**src/rtl/conv_io_sequencer_if.sv**
```systemverilog
// System-side streams of the conv I/O sequencer: job config, IFMap and
// filter sources, psum sink.
interface conv_io_sequencer_if #(
  parameter int IFMAP_WIDTH          = 18,
  parameter int FILTER_WIDTH         = 8,
  parameter int STRIDE_SIZE          = 3,
  parameter int FILTER_SIZE_REG_SIZE = 8
);
  logic                            cfg_valid;
  logic                            cfg_ready;
  logic [STRIDE_SIZE-1:0]          cfg_stride;
  logic [FILTER_SIZE_REG_SIZE-1:0] cfg_filter_size;
  logic [FILTER_SIZE_REG_SIZE-1:0] cfg_row_len;
  logic                            cfg_err;

  logic                            if_valid;
  logic                            if_ready;
  logic [IFMAP_WIDTH-1:0]          if_data;

  logic                            flt_valid;
  logic                            flt_ready;
  logic [FILTER_WIDTH-1:0]         flt_data;

  logic                            ps_valid;
  logic                            ps_ready;
  logic [IFMAP_WIDTH-1:0]          ps_data;

  modport master (
    output cfg_valid, cfg_stride, cfg_filter_size, cfg_row_len,
    input  cfg_ready, cfg_err,
    output if_valid, if_data,
    input  if_ready,
    output flt_valid, flt_data,
    input  flt_ready,
    input  ps_valid, ps_data,
    output ps_ready
  );

  modport slave (
    input  cfg_valid, cfg_stride, cfg_filter_size, cfg_row_len,
    output cfg_ready, cfg_err,
    input  if_valid, if_data,
    output if_ready,
    input  flt_valid, flt_data,
    output flt_ready,
    output ps_valid, ps_data,
    input  ps_ready
  );
endinterface

```
**src/rtl/conv_io_sequencer.sv**
```systemverilog
// Front-end sequencer for the 1-D convolution PE core: validates a job,
// counts output windows, loads filter and IFMap buffers, starts the core
// and drains the resulting psums onto the sink stream.
module conv_io_sequencer #(
  parameter int IFMAP_WIDTH          = 18,
  parameter int FILTER_WIDTH         = 8,
  parameter int STRIDE_SIZE          = 3,
  parameter int FILTER_SIZE_REG_SIZE = 8,
  parameter int IFMAP_BUFFER_DEPTH   = 16,
  parameter int FILTER_BUFFER_DEPTH  = 16
) (
  input  logic                            clk,
  input  logic                            rst,
  conv_io_sequencer_if.slave              bus,
  output logic                            start,
  output logic                            chip_en,
  output logic                            wen_IFMap_buffer,
  output logic                            wen_Filter_buffer,
  output logic                            ren_Psum_buffer,
  output logic [STRIDE_SIZE-1:0]          stride,
  output logic [FILTER_SIZE_REG_SIZE-1:0] filter_size,
  output logic [IFMAP_WIDTH-1:0]          IFMap_in,
  output logic [FILTER_WIDTH-1:0]         Filter_in,
  input  logic [IFMAP_WIDTH-1:0]          Psum_out,
  input  logic                            done,
  output logic                            busy,
  output logic                            job_done
);

  // One extra bit so pos + filter_size can never wrap.
  localparam int CW = FILTER_SIZE_REG_SIZE + 1;

  typedef enum logic [2:0] {
    IDLE, COUNT, LOAD_FLT, LOAD_IF, START, RUN, DRAIN, FINISH
  } state_t;

  state_t            state, state_nx;
  logic [CW-1:0]     row_len_q;
  logic [CW-1:0]     n_out;
  logic [CW-1:0]     pos;
  logic [CW-1:0]     load_cnt;
  logic [CW-1:0]     out_cnt;
  logic [CW-1:0]     rd_cnt;
  logic              rd_pend;
  logic              ps_valid_q;
  logic [IFMAP_WIDTH-1:0] ps_data_q;
  logic              cfg_err_q;

  logic              cfg_fire, cfg_bad, fits;
  logic              flt_fire, if_fire, ps_fire;
  logic              last_flt, last_if;
  logic [CW-1:0]     fs_ext, cfg_fs_ext, cfg_rl_ext;

  assign fs_ext     = {1'b0, filter_size};
  assign cfg_fs_ext = {1'b0, bus.cfg_filter_size};
  assign cfg_rl_ext = {1'b0, bus.cfg_row_len};

  assign cfg_fire = (state == IDLE) && bus.cfg_valid;
  assign flt_fire = (state == LOAD_FLT) && bus.flt_valid;
  assign if_fire  = (state == LOAD_IF) && bus.if_valid;
  assign ps_fire  = ps_valid_q && bus.ps_ready;
  assign last_flt = (load_cnt == fs_ext - CW'(1));
  assign last_if  = (load_cnt == row_len_q - CW'(1));
  assign fits     = (pos + fs_ext) <= row_len_q;

  assign bus.ps_valid = ps_valid_q;
  assign bus.ps_data  = ps_data_q;
  assign bus.cfg_err  = cfg_err_q;

  // Config legality check, evaluated on the raw config fields.
  always_comb begin
    cfg_bad = (bus.cfg_stride == '0)
           || (bus.cfg_filter_size == '0)
           || (cfg_fs_ext > CW'(FILTER_BUFFER_DEPTH))
           || (cfg_rl_ext > CW'(IFMAP_BUFFER_DEPTH))
           || (cfg_rl_ext < cfg_fs_ext);
  end

  // State register.
  always_ff @(posedge clk) begin
    if (rst) state <= IDLE;
    else     state <= state_nx;
  end

  // Next-state logic and core/stream strobes.
  always_comb begin
    state_nx          = state;
    bus.cfg_ready     = 1'b0;
    bus.flt_ready     = 1'b0;
    bus.if_ready      = 1'b0;
    wen_Filter_buffer = 1'b0;
    wen_IFMap_buffer  = 1'b0;
    Filter_in         = '0;
    IFMap_in          = '0;
    start             = 1'b0;
    ren_Psum_buffer   = 1'b0;
    job_done          = 1'b0;
    busy              = (state != IDLE);
    chip_en           = (state != IDLE);
    case (state)
      IDLE: begin
        bus.cfg_ready = 1'b1;
        if (cfg_fire && !cfg_bad) state_nx = COUNT;
      end
      COUNT: begin
        if (!fits) state_nx = LOAD_FLT;
      end
      LOAD_FLT: begin
        bus.flt_ready     = 1'b1;
        wen_Filter_buffer = bus.flt_valid;
        Filter_in         = bus.flt_data;
        if (flt_fire && last_flt) state_nx = LOAD_IF;
      end
      LOAD_IF: begin
        bus.if_ready     = 1'b1;
        wen_IFMap_buffer = bus.if_valid;
        IFMap_in         = bus.if_data;
        if (if_fire && last_if) state_nx = START;
      end
      START: begin
        start    = 1'b1;
        state_nx = RUN;
      end
      RUN: begin
        if (done) state_nx = DRAIN;
      end
      DRAIN: begin
        ren_Psum_buffer = !ps_valid_q && !rd_pend && (rd_cnt < n_out);
        // Leave on the final handshake itself so job_done lands one cycle later.
        if (ps_fire && (out_cnt + CW'(1) == n_out)) state_nx = FINISH;
      end
      FINISH: begin
        job_done = 1'b1;
        state_nx = IDLE;
      end
      default: state_nx = IDLE;
    endcase
  end

  // Job registers, window counter, load counter and psum drain datapath.
  always_ff @(posedge clk) begin
    if (rst) begin
      stride      <= '0;
      filter_size <= '0;
      row_len_q   <= '0;
      n_out       <= '0;
      pos         <= '0;
      load_cnt    <= '0;
      out_cnt     <= '0;
      rd_cnt      <= '0;
      rd_pend     <= 1'b0;
      ps_valid_q  <= 1'b0;
      ps_data_q   <= '0;
      cfg_err_q   <= 1'b0;
    end else begin
      cfg_err_q <= cfg_fire && cfg_bad;
      case (state)
        IDLE: begin
          if (cfg_fire && !cfg_bad) begin
            stride      <= bus.cfg_stride;
            filter_size <= bus.cfg_filter_size;
            row_len_q   <= cfg_rl_ext;
            n_out       <= '0;
            pos         <= '0;
            load_cnt    <= '0;
          end
        end
        COUNT: begin
          if (fits) begin
            n_out <= n_out + CW'(1);
            pos   <= pos + CW'(stride);
          end
        end
        LOAD_FLT: begin
          if (flt_fire) load_cnt <= last_flt ? '0 : load_cnt + CW'(1);
        end
        LOAD_IF: begin
          if (if_fire) load_cnt <= last_if ? '0 : load_cnt + CW'(1);
        end
        START: begin
          out_cnt <= '0;
          rd_cnt  <= '0;
          rd_pend <= 1'b0;
        end
        DRAIN: begin
          if (ren_Psum_buffer) begin
            rd_pend <= 1'b1;
            rd_cnt  <= rd_cnt + CW'(1);
          end
          if (rd_pend) begin
            rd_pend    <= 1'b0;
            ps_valid_q <= 1'b1;
            ps_data_q  <= Psum_out;
          end
          if (ps_fire) begin
            ps_valid_q <= 1'b0;
            out_cnt    <= out_cnt + CW'(1);
          end
        end
        default: ;
      endcase
    end
  end

endmodule

```
**src/flat_wrapper.sv**
```systemverilog
// flat-port wrapper written by rule: the top's interface ports become plain ports
module conv_io_sequencer_flat 
#(
  parameter int IFMAP_WIDTH          = 18,
  parameter int FILTER_WIDTH         = 8,
  parameter int STRIDE_SIZE          = 3,
  parameter int FILTER_SIZE_REG_SIZE = 8,
  parameter int IFMAP_BUFFER_DEPTH   = 16,
  parameter int FILTER_BUFFER_DEPTH  = 16
)
  (clk, rst, start, chip_en, wen_IFMap_buffer, wen_Filter_buffer, ren_Psum_buffer, stride, filter_size, IFMap_in, Filter_in, Psum_out, done, busy, job_done, bus_cfg_valid, bus_cfg_stride, bus_cfg_filter_size, bus_cfg_row_len, bus_cfg_ready, bus_cfg_err, bus_if_valid, bus_if_data, bus_if_ready, bus_flt_valid, bus_flt_data, bus_flt_ready, bus_ps_valid, bus_ps_data, bus_ps_ready);
  conv_io_sequencer_if #(.IFMAP_WIDTH(IFMAP_WIDTH), .FILTER_WIDTH(FILTER_WIDTH), .STRIDE_SIZE(STRIDE_SIZE), .FILTER_SIZE_REG_SIZE(FILTER_SIZE_REG_SIZE)) bus_i ();
  input  logic clk;
  input  logic rst;
  output logic start;
  output logic chip_en;
  output logic wen_IFMap_buffer;
  output logic wen_Filter_buffer;
  output logic ren_Psum_buffer;
  output logic [STRIDE_SIZE-1:0] stride;
  output logic [FILTER_SIZE_REG_SIZE-1:0] filter_size;
  output logic [IFMAP_WIDTH-1:0] IFMap_in;
  output logic [FILTER_WIDTH-1:0] Filter_in;
  input  logic [IFMAP_WIDTH-1:0] Psum_out;
  input  logic done;
  output logic busy;
  output logic job_done;
  input wire logic [$bits(bus_i.cfg_valid)-1:0] bus_cfg_valid;
  input wire logic [$bits(bus_i.cfg_stride)-1:0] bus_cfg_stride;
  input wire logic [$bits(bus_i.cfg_filter_size)-1:0] bus_cfg_filter_size;
  input wire logic [$bits(bus_i.cfg_row_len)-1:0] bus_cfg_row_len;
  output wire logic [$bits(bus_i.cfg_ready)-1:0] bus_cfg_ready;
  output wire logic [$bits(bus_i.cfg_err)-1:0] bus_cfg_err;
  input wire logic [$bits(bus_i.if_valid)-1:0] bus_if_valid;
  input wire logic [$bits(bus_i.if_data)-1:0] bus_if_data;
  output wire logic [$bits(bus_i.if_ready)-1:0] bus_if_ready;
  input wire logic [$bits(bus_i.flt_valid)-1:0] bus_flt_valid;
  input wire logic [$bits(bus_i.flt_data)-1:0] bus_flt_data;
  output wire logic [$bits(bus_i.flt_ready)-1:0] bus_flt_ready;
  output wire logic [$bits(bus_i.ps_valid)-1:0] bus_ps_valid;
  output wire logic [$bits(bus_i.ps_data)-1:0] bus_ps_data;
  input wire logic [$bits(bus_i.ps_ready)-1:0] bus_ps_ready;
  assign bus_i.cfg_valid = bus_cfg_valid;
  assign bus_i.cfg_stride = bus_cfg_stride;
  assign bus_i.cfg_filter_size = bus_cfg_filter_size;
  assign bus_i.cfg_row_len = bus_cfg_row_len;
  assign bus_cfg_ready = bus_i.cfg_ready;
  assign bus_cfg_err = bus_i.cfg_err;
  assign bus_i.if_valid = bus_if_valid;
  assign bus_i.if_data = bus_if_data;
  assign bus_if_ready = bus_i.if_ready;
  assign bus_i.flt_valid = bus_flt_valid;
  assign bus_i.flt_data = bus_flt_data;
  assign bus_flt_ready = bus_i.flt_ready;
  assign bus_ps_valid = bus_i.ps_valid;
  assign bus_ps_data = bus_i.ps_data;
  assign bus_i.ps_ready = bus_ps_ready;
  conv_io_sequencer #(.IFMAP_WIDTH(IFMAP_WIDTH), .FILTER_WIDTH(FILTER_WIDTH), .STRIDE_SIZE(STRIDE_SIZE), .FILTER_SIZE_REG_SIZE(FILTER_SIZE_REG_SIZE), .IFMAP_BUFFER_DEPTH(IFMAP_BUFFER_DEPTH), .FILTER_BUFFER_DEPTH(FILTER_BUFFER_DEPTH)) u_core (.clk(clk), .rst(rst), .bus(bus_i), .start(start), .chip_en(chip_en), .wen_IFMap_buffer(wen_IFMap_buffer), .wen_Filter_buffer(wen_Filter_buffer), .ren_Psum_buffer(ren_Psum_buffer), .stride(stride), .filter_size(filter_size), .IFMap_in(IFMap_in), .Filter_in(Filter_in), .Psum_out(Psum_out), .done(done), .busy(busy), .job_done(job_done));
endmodule
```
**config.mk**
```make
export PLATFORM = sky130hd
export DESIGN_NAME = conv_io_sequencer_flat
export DESIGN_NICKNAME = d
export VERILOG_FILES = /design/src/rtl/conv_io_sequencer_if.sv /design/src/rtl/conv_io_sequencer.sv /design/src/flat_wrapper.sv
export SDC_FILE = /design/constraint.sdc
export NUM_CORES = 1
export LEC_CHECK = 0
export ABC_AREA = 1
export BUFFER_PORTS_ARGS = -buffer_cell sky130_fd_sc_hd__buf_2
export CAP_MARGIN = 20
export CORE_MARGIN = 4
export CORE_UTILIZATION = 55
export CTS_CLUSTER_SIZE = 30
export DETAILED_ROUTE_END_ITERATION = 6
export GPL_TIMING_DRIVEN = 0
export PLACE_DENSITY_LB_ADDON = 0.25
export RECOVER_POWER = 100
export SYNTH_ARGS = -nofsm -noshare
export SYNTH_HDL_FRONTEND = slang
export SYNTH_SLANG_ARGS = --single-unit
```
**constraint.sdc**
```tcl
create_clock -name clk -period 2.98 [get_ports clk]
set_input_delay 0.894 -clock clk [delete_from_list [all_inputs] [get_ports clk]]
set_output_delay 0.894 -clock clk [all_outputs]
set_load 0.01 [all_outputs]
```
Word level (Yosys, flattened, before mapping)

Index checks and enable logic that the tools add are counted.
W data, S select, Z words.

Word-level logic and storage cells: 117
Output and inout bits: 67
Register bits: 88
Input port bits: 70

Reduce and logical (&&, ||, !) cells: 34
Equality and inequality tests: 21
Muxes and demuxes: 36
Order comparisons: 5
$add $sub $neg: 8

Operators by type and width:

| cell                  | number |
|---|---|
| $mux W9               | 9 |
| $pmux W9 S2           | 4 |
| $add A9 B1 Y9 const B | 4 |
| $eq A9 B9 Y1          | 3 |
| $pmux W9 S3           | 1 |
| $pmux W3 S8           | 1 |
| $mux W18              | 1 |
| $mux W3               | 6 |
| $sub A8 B1 Y9 const B | 2 |
| $gt A8 B5 Y1 const B  | 2 |
| $eq A3 B3 Y1 const B  | 4 |
| $mux W1               | 12 |
| $ne A2 B2 Y1 const B  | 6 |
| $logic_and A1 B1 Y1   | 11 |
| $ne A2 B1 Y1 const B  | 5 |
| $reduce_and A2 Y1     | 5 |
| $add A9 B3 Y9         | 1 |
| $add A9 B8 Y9         | 1 |
| $le A9 B8 Y1          | 1 |
| $lt A9 B9 Y1          | 1 |
| $logic_not A8 Y1      | 1 |
| $lt A8 B8 Y1          | 1 |
| $mux W8               | 1 |
| $eq A3 B2 Y1 const B  | 2 |
| other kinds (10)      | 19 |

Logic depth before layout (Yosys ltp)

Gate-level depths: netlist of run 1.

Depth in word-level cells: 9
Depth in mapped cells: 21
Mapped depth without buffers: 21

Worst setup path after synthesis of run 1

Ideal clock, no wire load.

Path type: register to register
Start point: reg u_core.filter_size[0]
End point: reg u_core.pos[6]
Path slack: 0.219 ns
Library setup time: 0.119 ns
Clock period less this slack: 2.761 ns
Arrival: 2.642 ns
Buffers on the path: 1
Required time: 2.861 ns
Cell stages (with the launch flop): 21
Cells stage by stage: dfxtp_1 -> ha_1 -> inv_1 -> fa_1 -> o21ai_2 -> xor2_1 -> ha_1 -> nand2_1 -> o21bai_1 -> nand3_1 -> nand2_1 -> nand2_1 -> nand2_1 -> nand2_1 -> nand2_1 -> nand2_1 -> nand2_1 -> nand2_1 -> buf_2 -> o21ai_0 -> a21oi_1

Word-level cells in the longest chain between the ends: 4

Ends and longest elaborated chain:

| item                               | line                     | RTL |
|---|---|---|
| start, declared                    | conv_io_sequencer.sv:21  | `output logic [FILTER_SIZE_REG_SIZE-1:0] filter_size,` |
| start signal, assigned             | conv_io_sequencer.sv:161 | `filter_size <= bus.cfg_filter_size;` |
| $add A9 B8 Y9                      | conv_io_sequencer.sv:64  | `assign fits = (pos + fs_ext) <= row_len_q;` |
| $le A9 B8 Y1                       | conv_io_sequencer.sv:64  |  |
| $ne A2 B1 Y1 (no source line)      | -                        |  |
| $reduce_and A3 Y1 (no source line) | -                        |  |
| end signal, assigned               | conv_io_sequencer.sv:171 | `pos <= pos + CW'(stride);` |
| end, declared                      | conv_io_sequencer.sv:40  | `logic [CW-1:0] pos;` |

Every way passes these cells.
A chain may end at the register's enable or synchronous reset.

Worst setup path after layout of run 1

Start point: reg u_core.filter_size[0]
End point: reg u_core.n_out[0]

Word-level cells in the longest chain between the ends: 4

Ends and longest elaborated chain:

| item                               | line                     | RTL |
|---|---|---|
| $add A9 B8 Y9                      | conv_io_sequencer.sv:64  |  |
| $le A9 B8 Y1                       | conv_io_sequencer.sv:64  |  |
| $ne A2 B1 Y1 (no source line)      | -                        |  |
| $reduce_and A3 Y1 (no source line) | -                        |  |
| end signal, assigned               | conv_io_sequencer.sv:170 | `n_out <= n_out + CW'(1);` |
| end, declared                      | conv_io_sequencer.sv:39  | `logic [CW-1:0] n_out;` |

Every way passes these cells.

==> results of run 1 <==
[report_power, final]
group          switching [mW]  leakage [nW]  internal, mW
Clock                   0.468         0.108         0.422
Sequential              0.123         0.720          1.29
Combinational            1.04          2.71         0.687
[critical path, delay by kind of cell, from the launching register on]
kind / cells / cell delay (ns)
compound gates: 3 / 0.36
simple gates: 9 / 0.56
buf+inv: 5 / 0.52
xor+xnor: 1 / 0.14
flops: 1 / 0.39
fa+ha+maj: 3 / 0.83
[cell families (layout without fill, tap and decap cells)]
logic type / Yosys count / in the layout / synth area share [%]
and+or+nand+nor: 462 / 462 / 33.3
buffers and inverters: 162 / 321 / 10.7
AOI/OAI and AO/OA: 158 / 158 / 14.0
DFF: 88 / 88 / 29.2
adders and majority gates: 42 / 42 / 8.96
xor gates and xnor gates: 26 / 26 / 3.78
[state kept, by name, summed over array words and instances, names as in the netlist]
register and count:
u_core.bus.cfg_err 1, u_core.bus.ps_data 18, u_core.bus.ps_valid 1, u_core.filter_size 8, u_core.load_cnt 9, u_core.n_out 9
u_core.out_cnt 9, u_core.pos 9, u_core.rd_cnt 9, u_core.rd_pend 1, u_core.row_len_q 8, u_core.state 3
u_core.stride 3
[cell type report]
type | count | share of cell area, %
Inverter | 135 | 7.01
Clock buffer | 10 | 1.87
Clock inverter | 6 | 1.00
Multi-Input combinational cell | 688 | 51.5
Tap cell | 136 | 2.31
Timing Repair Buffer | 144 | 9.97
Buffer | 26 | 1.94
Sequential cell | 88 | 24.4
[stage by stage]
step                      std cells  instance area (um2)
after floorplan                 938                 6030
after global placement         1209                 6880
after detailed placement       1209                 6880
after CTS                      1228                 7130
after global routing           1233                 7350
final                          1233                 7350
[layer usage]
layer  part of all wire, %  vias to the layer above  GRT usage, %
li1                      -                     3350             -
met1                    43                     2880          30.2
met2                    49                      167          43.2
met3                   6.2                       21          6.04
met4                   2.2                        0          7.13
met5                     0                        -             0
[worst max path at each step]
stage	cells after the start	slack [ns]	to	start
2_1_floorplan	20	0.22	u_core.pos[6]	u_core.filter_size[0]
4_1_cts	10	0.0008	ren_Psum_buffer	u_core.n_out[3]
6_report	21	0.13	u_core.n_out[0]	u_core.filter_size[0]
3_5_place_dp	21	-0.17	u_core.pos[5]	u_core.filter_size[0]
5_1_grt	10	-0.07	ren_Psum_buffer	u_core.n_out[4]
3_3_place_gp	21	-0.16	u_core.pos[6]	u_core.filter_size[0]
[layout by cell type, fill, tap and decap left out, types with 7 or more instances in the layout]
master	n
xnor2_1	13
clkbuf_8	10
buf_2	113
a21oi_2	15
a21oi_1	82
dfxtp_1	74
ha_1	37
nor2_1	102
o21ai_0	21
xor2_1	13
dfxtp_2	9
buf_4	8
nor3_1	20
o21ai_1	15
inv_1	122
o21ai_2	10
inv_2	8
nor2_2	7
clkbuf_1	39
nand2_2	9
nand3_1	84
nand2_1	209
nand4_1	9
[timing repair]
item / CTS / global route
endpoints found under the hold margin: 0 / 0
setup buffers: 3 / 3
pin swaps: 2 / 21
setup endpoints to repair: 22 / 32
resized for setup: 12 / 79
cloned: 0 / 3
==> flow_summary_export.csv, run 1 <==
group,metric,value,unit
timing,period_share,95.7,%
cells_and_area,drive_gt1_share,21.0,%
setup_path,critPathCaptureType,"register",
cells_and_area,area_delta_synth_final,21.9,%
setup_path,crit_path_frequent_cell,"nand2_1",
grt,grt_pass1_wl,26.3,mm
yosys,synthArstFlopShare,0,%
yosys,ys_seq_area_share,29.2,%
floorplanning,die_y,113,um
clocking,clk_pin_slew,0.09,ns
drt,wl,16.1,mm
min_path,hold_end,"u_core.bus.ps_data[17]",
yosys,syn_avg_cell_area,6.43,um2
drt,dr_total_vias,6418,
yosys,ys_types,47,
yosys,syn_area,0.00603,mm2
grt,antenna_found_initial,0,
place,gp_congestion,0.875,
floorplanning,initial_core_util,57.4,%
min_path,holdPathStages,2,
drt,via_per_inst,5.21,
timing,tightest_slew,0.702,ns
yosys,synth_edf_count,0,
place,place_ws,-0.169,ns
drt,drt_iter0_markers,416,
floorplanning,design.core.area,0.0105,mm2
setup_path,cpMaxStageDelayCell,"dfxtp_4",
yosys,ys.warnings.count,0,
min_path,hold_class,"reg -> reg",
timing,slew_violations,0,
power,total_power,4.03,mW
yosys,synth.area.top_cells,"dfxtp_1 29%, nand2_1 13%, ha_1 8.3%",
clocking,hold_buffers,0,
drt,routedWlPerCell,13.0,um
place,port_buffers,135,
yosys,synth.most_common_cell,"nand2_1",
cells_and_area,finalNetCount,1204,
power,vdd.ir_drop.worst,0.411,mV
cells_and_area,diodes,0,
cells_and_area,multiInputGateArea,0.00379,mm2
setup_path,critPathMaxFanout,6,
timing,fin_crit,2.85,ns
cells_and_area,fillers,935,
place,hpwl,12.4,mm
clocking,ctsRootBufferMaster,"clkbuf_8",
grt,grt-ovfl-total,0,
power,leakagePower,3.53,nW
timing,fin_skew,0.00732,ns
timing,hold_ws,0.467,ns
power,p_per_area,548,mW/mm2
clocking,numCtsBuffers,9,
clocking,cts_tree,"yes",
cells_and_area,final_util,70.0,%
flow_run,cap_violations,0,
timing,rsz0062_at_grt,"true",
yosys,synth_nets,1050,
outcome,status,"complete, no violations",
floorplanning,ioPinCount,137,
yosys,synth_top_cell_by_area,"dfxtp_1",
grt,grt_max_degree,17,
grt,grt_usage,24.7,%
floorplanning,die-width,113,um
yosys,ys.flop_type,"dfxtp_1",
clocking,clk_latency,0.38,ns
setup_path,max_stage_delay,0.39,ns
timing,worst_slack,0.128,ns
setup_path,critical_path.startpoint_type,"register",
clocking,clockBufferDepth,2,
yosys,synth_seq_cells,88,
setup_path,crit_chain,"ha_4, inv_2, fa_2, o21ai_2, buf_4, a21oi_2, xnor2_1, ha_1, nand2_1, inv_2, nand2_1, nand2_1, nand2_1, nand2_1, nand2_1, nand2_2, nand2_2, nand2_4, buf_6, clkbuf_16, a21oi_1",
clocking,h-tree-depth,3,
timing,fmax,351,MHz
timing,hold_viol_final,0,
setup_path,r2r_setup_slack,0.13,ns
drt,firstDrtPassIters,5,
yosys,synth.top_cell.area_share,29.2,%
yosys,netlist_instances,938,
setup_path,r2r.worst_path.cells,21,
setup_path,required,3.30,ns
drt,drc,0,
floorplanning,die_area,0.0127,mm2
timing,setup_viol,0,
drt,ant_nets,0,
setup_path,reg2reg_to,"u_core.n_out[0]",
setup_path,r2r-start,"u_core.filter_size[0]",
setup_path,critPathArrivalTime,3.17,ns
min_path,holdCritStartpoint,"u_core.bus.ps_data[17]",
setup_path,path_class,"reg -> reg",
timing,relSlewSlack,53.2,%
grt,first_global_vias,5838,
yosys,synth_common_cells,"213 x nand2_1, 129 x inv_1, 103 x nor2_1, 97 x a21oi_1, 88 x dfxtp_1",
clocking,cts_sinks,88,
cells_and_area,seq_area,0.00179,mm2
floorplanning,num_rows,37,
timing,finalSetupTns,0,ns
No activity file was read; power rests on OpenSTA's default activity.
==> inputs of run 2 (changes only) <==
--- a/config.mk
+++ b/config.mk
@@ -9,7 +9,7 @@
 export BUFFER_PORTS_ARGS = -buffer_cell sky130_fd_sc_hd__buf_2
 export CAP_MARGIN = 20
 export CORE_MARGIN = 4
-export CORE_UTILIZATION = 55
+export CORE_UTILIZATION = 59
 export CTS_CLUSTER_SIZE = 30
 export DETAILED_ROUTE_END_ITERATION = 6
 export GPL_TIMING_DRIVEN = 0
==> constraint.sdc (replaced) <==
create_clock -name clk -period 3.47 [get_ports clk]
set_input_delay 1.041 -clock clk [delete_from_list [all_inputs] [get_ports clk]]
set_output_delay 1.041 -clock clk [all_outputs]
set_load 0.01 [all_outputs]
==> run 2 against run 1 <==
Against the previous run:
- first-iteration DRC count grew 31%
- core utilization grew 0.37 points
- critical path depth shrank 11
- design area shrank 5.6%
- hold slack gained 0.0024 ns
- wire length grew 0.17%
- power shrank 23%
- clock power shrank 23%
- global-route usage grew 2.9 points
- critical path type is now reg -> out
- largest cell class unchanged
==> flow_summary_export.csv, run 2 (synthesis gave the netlist of run 1 again) <==
group,metric,value,unit
setup_path,crit_chain,"inv_1, ha_1, a21oi_1, o21ai_0, nand2_1, o2111ai_1, nor3_1, nand2_2, inv_1, clkbuf_1",
cells_and_area,seq_area,0.00176,mm2
setup_path,critPathMaxFanout,7,
grt,grt_usage,27.7,%
drt,wl,16.1,mm
cells_and_area,final_util,70.4,%
cells_and_area,fillers,923,
cells_and_area,diodes,0,
drt,drt_iter0_markers,545,
timing,tightest_slew,0.673,ns
clocking,h-tree-depth,3,
min_path,hold_class,"reg -> reg",
setup_path,critPathCaptureType,"output port",
setup_path,critical_path.startpoint_type,"register",
outcome,status,"complete, no violations",
power,vdd.ir_drop.worst,0.352,mV
floorplanning,ioPinCount,137,
cells_and_area,drive_gt1_share,10.8,%
floorplanning,die_y,109,um
timing,finalSetupTns,0,ns
place,port_buffers,135,
drt,firstDrtPassIters,5,
timing,fmax,302,MHz
cells_and_area,final_cell_mix,"216 x nand2_1, 130 x inv_1, 106 x nor2_1",
drt,dr_total_vias,6433,
power,p_per_area,444,mW/mm2
clocking,cts_tree,"yes",
cells_and_area,largest_register_ffs,18,
power,leakagePower,3.26,nW
setup_path,max_stage_delay,0.41,ns
cells_and_area,multiInputGateArea,0.00360,mm2
grt,first_global_vias,5972,
timing,fin_crit,3.31,ns
floorplanning,num_rows,36,
setup_path,cpMaxStageDelayCell,"dfxtp_1",
clocking,clk_pin_slew,0.10,ns
floorplanning,die-width,109,um
drt,drc,0,
place,placed_cells,1206,
cells_and_area,final_common_cell,"nand2_1",
grt,grt_pass1_wl,26.5,mm
grt,antenna_found_initial,0,
cells_and_area,area_delta_synth_final,15.1,%
setup_path,critPathArrivalTime,2.27,ns
clocking,clockBufferDepth,2,
place,gp_congestion,0.905,
floorplanning,die_area,0.0119,mm2
timing,fin_skew,0.00841,ns
cells_and_area,finalNetCount,1197,
timing,hold_viol_final,0,
clocking,ctsRootBufferMaster,"clkbuf_8",
place,hpwl,12.6,mm
cells_and_area,final_cells,1223,
drt,routedWlPerCell,13.2,um
setup_path,cp_top_family,"simple AND/OR/NAND/NOR gates",
timing,setup_viol,0,
grt,grt-ovfl-total,0,
timing,hold_ws,0.470,ns
drt,via_per_inst,5.26,
drt,ant_nets,0,
setup_path,path_class,"reg -> out",
timing,period_share,95.5,%
floorplanning,design.core.area,0.00986,mm2
timing,relSlewSlack,55.1,%
setup_path,crit_path_frequent_cell,"inv_1",
clocking,cts_sinks,88,
floorplanning,initial_core_util,61.1,%
setup_path,cp_num_buf_inv,3,
setup_path,required,2.43,ns
flow_run,cap_violations,0,
timing,slew_violations,0,
clocking,clk_latency,0.39,ns
grt,grt_max_degree,18,
clocking,numCtsBuffers,9,
==> run 2: worst register-to-register path: stages (launching register included) <==
cell and delay [ns]:
dfxtp_2 0.42, ha_1 0.20, inv_1 0.06, fa_1 0.42, o21ai_2 0.23, xor2_1 0.10, ha_1 0.30, nand2_1 0.07
nor2_1 0.14, nand2_1 0.07, nand3_1 0.08, nand2_1 0.06, nand2_1 0.05, nand2_1 0.04, nand2_1 0.05, nand2_1 0.05
nand2_1 0.07, nand2_1 0.05, nand2_1 0.11, clkbuf_2 0.23, buf_6 0.18, a21oi_1 0.08
==> run 2: power by group <==
part           total, mW  switching, mW  internal (mW)
registers           1.20          0.102           1.10
logic               1.19          0.782          0.412
clock network      0.687          0.415          0.272
total               3.08           1.30           1.78
==> run 2: final timing paths <==
check	depth (start not counted)	slack, ns	to	startpoint
setup / recovery	10	0.16	ren_Psum_buffer	u_core.n_out[4]
hold / removal	2	0.47	u_core.bus.ps_data[0]	u_core.bus.ps_data[0]
setup reg to reg	21	0.32	u_core.n_out[2]	u_core.filter_size[0]
hold reg to reg	2	0.47	u_core.bus.ps_data[0]	u_core.bus.ps_data[0]
==> run 2: cell type report <==
| type | instances | area share, % |
|---|---|---|
| buffer | 27 | 1.84 |
| clock buffer | 9 | 1.78 |
| clock inverter | 7 | 0.811 |
| inverter | 135 | 7.32 |
| multi-input combinational | 688 | 51.8 |
| sequential | 88 | 25.4 |
| tap | 133 | 2.40 |
| timing repair buffer | 136 | 8.64 |
==> run 2: timing repair <==
item                                    CTS  global route
buffers inserted                          0             1
endpoints found under the setup margin    0            10
hold buffers                              0             0
resized for setup                         0             1
==> run 2: routing by layer <==
| metal | global-route usage [%] | routed length [um] |
|---|---|---|
| met5 | 0 | 0 |
| met2 | 47.8 | 7850 |
| met4 | 13.5 | 654 |
| met3 | 7.34 | 943 |
| met1 | 31.5 | 6670 |
==> run 2: metrics by stage <==
| stage | instance area, um2 | total power, mW | setup WS, ns |
|---|---|---|---|
| after global routing | 6940 | 3.32 | -0.0283 |
| after floorplan | 6030 | 2.10 | 0.709 |
| final | 6940 | 3.08 | 0.157 |
| after global placement | 6870 | 2.41 | 0.358 |
| after CTS | 7050 | 3.12 | 0.155 |
| after detailed placement | 6870 | 2.45 | 0.242 |
